File: config.mk
export PLATFORM = sky130hd
export DESIGN_NAME = memory_multi_bank_dual_port
export DESIGN_NICKNAME = d
export VERILOG_FILES = /design/src/rtl/memory_multi_bank_dual_port.sv
export SDC_FILE = /design/constraint.sdc
export NUM_CORES = 1
export LEC_CHECK = 0
export CELL_PAD_IN_SITES_DETAIL_PLACEMENT = 1
export CELL_PAD_IN_SITES_GLOBAL_PLACEMENT = 1
export CORE_ASPECT_RATIO = 2
export CORE_UTILIZATION = 45
export DETAILED_ROUTE_END_ITERATION = 7
export PLACE_DENSITY_LB_ADDON = 0.1
export SLEW_MARGIN = 20
export SYNTH_ARGS = -nofsm -noshare
export SYNTH_HDL_FRONTEND = slang
export SYNTH_SLANG_ARGS = --single-unit
File: constraint.sdc
create_clock -name clk -period 11.6 [get_ports clk]
set_input_delay 1.74 -clock clk [delete_from_list [all_inputs] [get_ports clk]]
set_output_delay 1.74 -clock clk [all_outputs]
set_load 0.02 [all_outputs]
File: src/rtl/memory_multi_bank_dual_port.sv
// Banked simple-dual-port RAM: num_banks independent banks, each with one write
// port and one registered, read-first read port, all sharing one clock.
module memory_multi_bank_dual_port #(
    parameter int num_bank_entries = 8,
    parameter int data_bit_width   = 32,
    parameter int num_banks        = 4,
    parameter int addr_bit_width   = $clog2(num_bank_entries)
) (
    input  logic                      clk,
    input  logic                      rst,
    input  logic [num_banks-1:0]      wr_en,
    input  logic [addr_bit_width-1:0] wr_addr [num_banks],
    input  logic [data_bit_width-1:0] wr_data [num_banks],
    input  logic [num_banks-1:0]      rd_en,
    input  logic [addr_bit_width-1:0] rd_addr [num_banks],
    output logic [data_bit_width-1:0] rd_data [num_banks]
);

    // One extra bit so the bound is representable when the depth is a power of two.
    localparam logic [addr_bit_width:0] entries = (addr_bit_width + 1)'(num_bank_entries);

    genvar gi;
    generate
        for (gi = 0; gi < num_banks; gi++) begin : g_bank
            logic [data_bit_width-1:0] mem [num_bank_entries];
            logic [data_bit_width-1:0] rd_data_reg;
            logic                      wr_in_range;
            logic                      rd_in_range;

            assign wr_in_range = ({1'b0, wr_addr[gi]} < entries);
            assign rd_in_range = ({1'b0, rd_addr[gi]} < entries);

            // Storage carries no reset so it maps onto block RAM.
            always_ff @(posedge clk) begin
                if (!rst && wr_en[gi] && wr_in_range) begin
                    mem[wr_addr[gi]] <= wr_data[gi];
                end
            end

            // Separate process from the write, so a same-address read sees the old word.
            always_ff @(posedge clk or posedge rst) begin
                if (rst) begin
                    rd_data_reg <= '0;
                end else if (rd_en[gi]) begin
                    rd_data_reg <= rd_in_range ? mem[rd_addr[gi]] : '0;
                end
            end

            assign rd_data[gi] = rd_data_reg;
        end
    endgenerate

endmodule

; ---- After elaboration in Yosys (flattened, before gate mapping)
; Memory sizes are Yosys's and may differ from the RTL's. A register that Yosys moved wholly into a read port is not among the register bits.
; Cells that the tools add are included.
[totals]
mem_bits_rw = 1024
elab_cells = 17
inputBits = 162
ff_bits = 0
memories = 4
[op_classes]
n_mux = 8
reduce_logical = 5
[memory_table]
columns = name, depth, word_bits, rd, rd_clocked_by_memory_dff, wr, line_no
row1 = g_bank[0].mem, 8, 32, 1, 1, 1, 25  ; logic [data_bit_width-1:0] mem [num_bank_entries];
row2 = g_bank[1].mem, 8, 32, 1, 1, 1, 25
row3 = g_bank[2].mem, 8, 32, 1, 1, 1, 25
row4 = g_bank[3].mem, 8, 32, 1, 1, 1, 25
[ops]
columns = operator, count
row1 = $mux W1, 8
row2 = $logic_and A1 B1 Y1, 4
row3 = $logic_not A1 Y1, 1

; ---- Longest topological paths before layout
; Gate-level depths: netlist of run 1.
[depth]
word_depth = 4
mapped_depth = 6

; ---- Worst setup path after synthesis of run 1
; Ideal clock, no wire load.
[synth_timing]
path_type = in2reg
start = input port rst
end = memory g_bank[0].mem[5][0] (enable)
setup_ns = 0.461
setup_slack_ns = 3.853
arrival_time_ns = 7.285
cell_stages = 3
path_buffers = 0
path_cell_list = inv_1 > nand2_1 > nor3_1
[synth_via]
elab_chain_len = 4
[synth_lines]
columns = element, line_no
row1 = start: declaration, 10  ; input logic rst,
row2 = $logic_not A1 Y1 (no line), n/a
row3 = $logic_and A1 B1 Y1, 35  ; if (!rst && wr_en[gi] && wr_in_range) begin
row4 = $mux W1, 35
row5 = $mux W1 (implied by the code), 36  ; mem[wr_addr[gi]] <= wr_data[gi];
row6 = end: declaration, 25
; Every way passes these cells.

; ---- Final worst setup path of run 1
[layout_timing]
start = input port rst
end = memory g_bank[1].mem[5][1] (enable)
[layout_via]
elab_chain_len = 4
[layout_lines]
columns = element, line_no
row1 = $logic_not A1 Y1 (no line), n/a
row2 = $logic_and A1 B1 Y1, 35
row3 = $mux W1, 35
row4 = $mux W1 (implied by the code), 36
row5 = end: declaration, 25
; Every way passes these cells.

==> impl_metrics.ini, run 1 <==
[placement]
io_buffers = 289
post-dp-hpwl_um = 62300
place.gp.congestion = 0.760

[clock_network]
insertion_delay_ns = 0.70
hold_buffers = 0
cts_tree = built
ctsLongestPathBuffers = 3
postCtsSetupRepairBufs = 0
cts_buffers = 101
htreeDepth = 3
root_buffer = clkbuf_16
clkSinkCount = 1152
cts-resized-gates = 0
path_clk_slew_ns = 0.07

[worst_setup_path]
reg2reg_slack_ns = 10.41
critPathLaunchType = input port
path_cells = clkdlybuf4s50_1, buf_4, inv_6, buf_4, buf_4, nand2_1, nor3_2, buf_4
crit_start = rst
r2r-start = g_bank[2].mem[4][29]
crit_arrival_ns = 5.13
r2r_cells = 3
path_max_fanout = 35
worst_setup_path_end_kind = flip-flop
cp.required_ns = 11.93
r2r-end = g_bank[2].rd_data_reg[29]
worstSetupPathType = in2reg
cpMostUsedCell = buf_4
cpPeakStageDelay_ns = 0.61
slowest_stage = buf_4

[job]
drv_cap = 0

[floorplan]
initial_core_util = 0.455
die-area_um2 = 101000
num_rows = 163
fp.dieH_um = 449
ios = 290
core_area_um2 = 98900
die_width_um = 226

[sta]
finalSetupTns_ns = 0
fin_crit_sh = 0.413
setup-violations-final = 0
grt_setup_unrepaired = false
relSlewSlack = 0.247
hold_viol_final = 0
slew_viol_final = 0
finalCriticalPeriod_ns = 4.79
skew_ns = 0.0200
fmax_mhz = 209
worst_slew_pin_slew_ns = 1.13

[yosys]
synthTopCellsByArea = edfxtp_1 68%, mux2i_1 8.5%, dfrtp_1 7.1%
yosysSeqAreaShare = 0.754
syn_area_um2 = 45000
synth-seq-cells = 1152
yosysTopAreaCellShare = 0.683
yosys_warnings = 0
synthesis.nets = 2704
yosysTopAreaCell = edfxtp_1
synth_cell_type_count = 25
synth_cells = 2542
synth.avg_cell_area_um2 = 17.7

[hold_path]
hold_depth = 2
hold_path.class = reg2reg
hold-path-endpoint = g_bank[2].rd_data_reg[21]
hp-start = g_bank[2].rd_data_reg[21]

[global_routing]
grtUsageTotal = 0.221
grt_pass1_wl_um = 166000
grt_pass1_vias = 26562
grt_max_degree = 97
overflow = 0
antenna_found_initial = 23

[routing]
wl_met1_um = 44000
wirelength_um = 110000
dr_wl_met3_um = 6390
vias = 24002
detail-route-antenna-nets = 0
firstDrtPassIters = 4
drc = 0
routed.top_layer = met5
vias_per_cell = 5.67
route.met2.wl_um = 57300
detail_route.wl_per_cell_um = 26.1
dr.first_iter.drc_count = 1441

[pwr]
p_leak_nw = 18.5
finalPower_mw = 8.90
powerDensity_nw_per_um2 = 169
peakVddDrop_mv = 0.166

[status]
outcome = complete, no violations

[finish]
largest_register_ffs = 1024
syn_to_final_growth_pct = 16.7
layout-drive-gt1-share = 0.0928
nets = 2985
routing by layer:
layer | up-vias | GRT usage
met5 | - | 0
met4 | 40 | 0.0676
met3 | 191 | 0.0553
met2 | 548 | 0.390
met1 | 12569 | 0.263
li1 | 10654 | -
cells in the final DEF, fill, tap and decap left out, types with 14 or more instances in the layout:
| master | instances |
|---|---|
| mux2i_1 | 384 |
| clkdlybuf4s50_1 | 281 |
| nor3_2 | 14 |
| bufinv_16 | 14 |
| clkinv_2 | 21 |
| edfxtp_1 | 1024 |
| nand3_1 | 132 |
| clkbuf_1 | 24 |
| a211o_1 | 128 |
| a41o_1 | 128 |
| a22oi_1 | 128 |
| dfrtp_1 | 128 |
| clkbuf_16 | 104 |
| nor2b_1 | 256 |
| nor2_4 | 14 |
| buf_4 | 53 |
cell usage after synthesis, drive strengths merged:
| cell | count |
|---|---|
| nand2b | 7 |
| nor3 | 14 |
| nand3b | 4 |
| nor4 | 4 |
| buf | 127 |
| mux2i | 384 |
| a41o | 128 |
| nand3 | 132 |
| a211o | 128 |
| nor2b | 260 |
| or3b | 2 |
| a22oi | 128 |
| nand2 | 7 |
| nor2 | 18 |
| clkbuf | 46 |
| dfrtp | 128 |
| inv | 1 |
| edfxtp | 1024 |
final cells by class:
cell class	count	area (µm²)
fill	9003	46400
sequential	1152	34000
antenna	3	7.51
clock buffer	137	2820
multi-input combinational	1216	10000
inverter	1	8.76
clock inverter	52	622
tap	1320	1650
timing repair buffer	351	3480
how the worst max path moves through the flow:
stage | end | depth (start not counted)
6_report | g_bank[1].mem[5][1] | 8
5_1_grt | g_bank[1].mem[5][6] | 8
4_1_cts | g_bank[1].mem[5][21] | 8
3_5_place_dp | g_bank[1].mem[5][3] | 8
3_3_place_gp | g_bank[1].mem[5][1] | 8
2_1_floorplan | g_bank[0].mem[5][0] | 3
cells by family after synthesis:
family	synth area share
flip-flops	0.754
AO/OA/AOI/OAI	0.0747
multiplexers	0.0853
buffers and inverters	0.0284
AND/OR/NAND/NOR	0.0579
report_power, final:
part	total, mW	switching [mW]	internal, mW
Combinational	0.694	0.400	0.294
Clock	3.51	1.49	2.01
Sequential	4.71	0.0583	4.65
stage by stage:
| stage | util | hold slack [ns] | std cells | worst slack, ns | cell area, µm² |
|---|---|---|---|---|---|
| 3_3_place_gp | 0.495 | 0.581 | 4032 | 5.98 | 48900 |
| 5_1_grt | 0.531 | 0.620 | 4232 | 6.55 | 52600 |
| 6_report | 0.531 | 0.607 | 4232 | 6.81 | 52600 |
| 4_1_cts | 0.531 | 0.609 | 4229 | 6.75 | 52500 |
| 2_1_floorplan | - | 0.583 | 2542 | 3.85 | 45000 |
| 3_5_place_dp | 0.497 | 0.587 | 4040 | 5.98 | 49100 |
worst max-delay path, delay by kind of cell:
family	cells	cell delay, ns
simple gates	2	0.60
buf+inv	6	2.67
No activity file was read; power rests on OpenSTA's default activity.
==> run 2: changes to the inputs <==
==> constraint.sdc (replaced) <==
create_clock -name clk -period 4.2 [get_ports clk]
set_input_delay 0.63 -clock clk [delete_from_list [all_inputs] [get_ports clk]]
set_output_delay 0.63 -clock clk [all_outputs]
set_load 0.02 [all_outputs]
==> impl_metrics.ini, run 2 (synthesis gave the netlist of run 1 again) <==
[status]
outcome = complete, no violations

[finish]
largest_register_ffs = 1024
num-fill-cells = 8994
layout-drive-gt1-share = 0.103
final_common_cell = edfxtp_1
final_area_um2 = 52600
seq_area_um2 = 34000
final_cell_mix = 1024 x edfxtp_1, 384 x mux2i_1, 281 x clkdlybuf4s50_1
nets = 3009
syn_to_final_growth_pct = 16.8
multi_input_area_um2 = 10100
final_cells = 4255

[clock_network]
cts_tree = built
ctsLongestPathBuffers = 3
cts_buffers = 99
path_clk_slew_ns = 0.06
root_buffer = clkbuf_16
postCtsSetupRepairBufs = 0
htreeDepth = 3
insertion_delay_ns = 0.71
cts-resized-gates = 0
clkSinkCount = 1152
hold_buffers = 0

[worst_setup_path]
critPathLaunchType = input port
cp_num_buf_inv = 4
cpMostUsedCell = buf_4
worst_setup_path_end_kind = flip-flop
critPathTopFamily = buffers and inverters
crit_arrival_ns = 2.96
cp.required_ns = 4.60
path_depth = 6
cpPeakStageDelay_ns = 0.67
slowest_stage = nor2_4
worstSetupPathType = in2reg
r2r_cells = 3
path_cells = clkdlybuf4s50_1, buf_4, clkinvlp_4, nand3b_1, nor2_4, buf_4
path_max_fanout = 17

[sta]
skew_ns = 0.0186
slew_viol_final = 0
finalCriticalPeriod_ns = 2.57
timing.hold.ws_ns = 0.466
worst_slew_pin_slew_ns = 1.11
hold_viol_final = 0
grt_setup_unrepaired = false
setup-violations-final = 0
fin_crit_sh = 0.611
relSlewSlack = 0.258
fmax_mhz = 390

[placement]
post-dp-hpwl_um = 65700
dp_cells = 4066
placed_area_um2 = 49300
io_buffers = 289
place.gp.congestion = 0.745

[global_routing]
grt_max_degree = 107
grt_pass1_vias = 26686
antenna_found_initial = 12
grt_pass1_wl_um = 167000
grtUsageTotal = 0.223
overflow = 0

[routing]
vias = 24001
detail_route.wl_per_cell_um = 26.2
drc = 0
wirelength_um = 111000
vias_per_cell = 5.64
dr.first_iter.drc_count = 1430
detail-route-antenna-nets = 0
firstDrtPassIters = 5

[floorplan]
fp.dieH_um = 449
core_area_um2 = 98900
ios = 290
initial_core_util = 0.455
die_width_um = 226
die-area_um2 = 101000
num_rows = 163

[pwr]
peakVddDrop_mv = 0.412
powerDensity_nw_per_um2 = 464
p_leak_nw = 18.6

[job]
drv_cap = 0

[hold_path]
hold_depth = 2
hold_path.class = in2reg
-- run 2: final cells by class --
| class | count | share of cell area |
|---|---|---|
| Clock inverter | 61 | 0.0124 |
| Antenna cell | 2 | 0.0000951 |
| Sequential cell | 1152 | 0.645 |
| Timing Repair Buffer | 377 | 0.0679 |
| Inverter | 1 | 0.000143 |
| Multi-Input combinational cell | 1216 | 0.192 |
| Clock buffer | 126 | 0.0513 |
| Tap cell | 1320 | 0.0314 |
-- run 2: routing by layer --
layer,part of all wire,track usage,vias to the layer above
met5,0.0013,0,-
met4,0.021,0.0700,22
met3,0.048,0.0410,163
met2,0.53,0.402,539
met1,0.40,0.265,12576
li1,-,-,10701
-- run 2: where the power goes --
group	leakage [nW]	switching [mW]	total (mW)	internal (mW)
Sequential	10.8	0.162	13.0	12.8
Combinational	6.19	1.12	1.94	0.822
Clock	1.63	4.16	9.47	5.31
-- run 2: final timing paths --
| check | startpoint | slack [ns] | endpoint |
|---|---|---|---|
| max | rst | 1.63 | g_bank[2].mem[1][28] |
| min | rd_en[2] | 0.47 | g_bank[2].rd_data_reg[24] |
| max reg2reg | g_bank[2].mem[4][23] | 3.03 | g_bank[2].rd_data_reg[23] |
| min reg2reg | g_bank[1].rd_data_reg[1] | 0.60 | g_bank[1].rd_data_reg[1] |
| max in group asynchronous | rst | 2.29 | g_bank[3].rd_data_reg[4] |
| min in group asynchronous | rst | 0.81 | g_bank[3].rd_data_reg[22] |
-- run 2: per-stage QoR --
step           setup slack [ns]  setup TNS (ns)   util  power (mW)
2_1_floorplan            -0.875          -59.06      -        14.2
3_3_place_gp               1.01               0  0.498        15.1
3_5_place_dp              0.902               0  0.498        15.2
4_1_cts                    1.65               0  0.532        24.7
5_1_grt                    1.54               0  0.532        25.1
6_report                   1.63               0  0.532        24.4
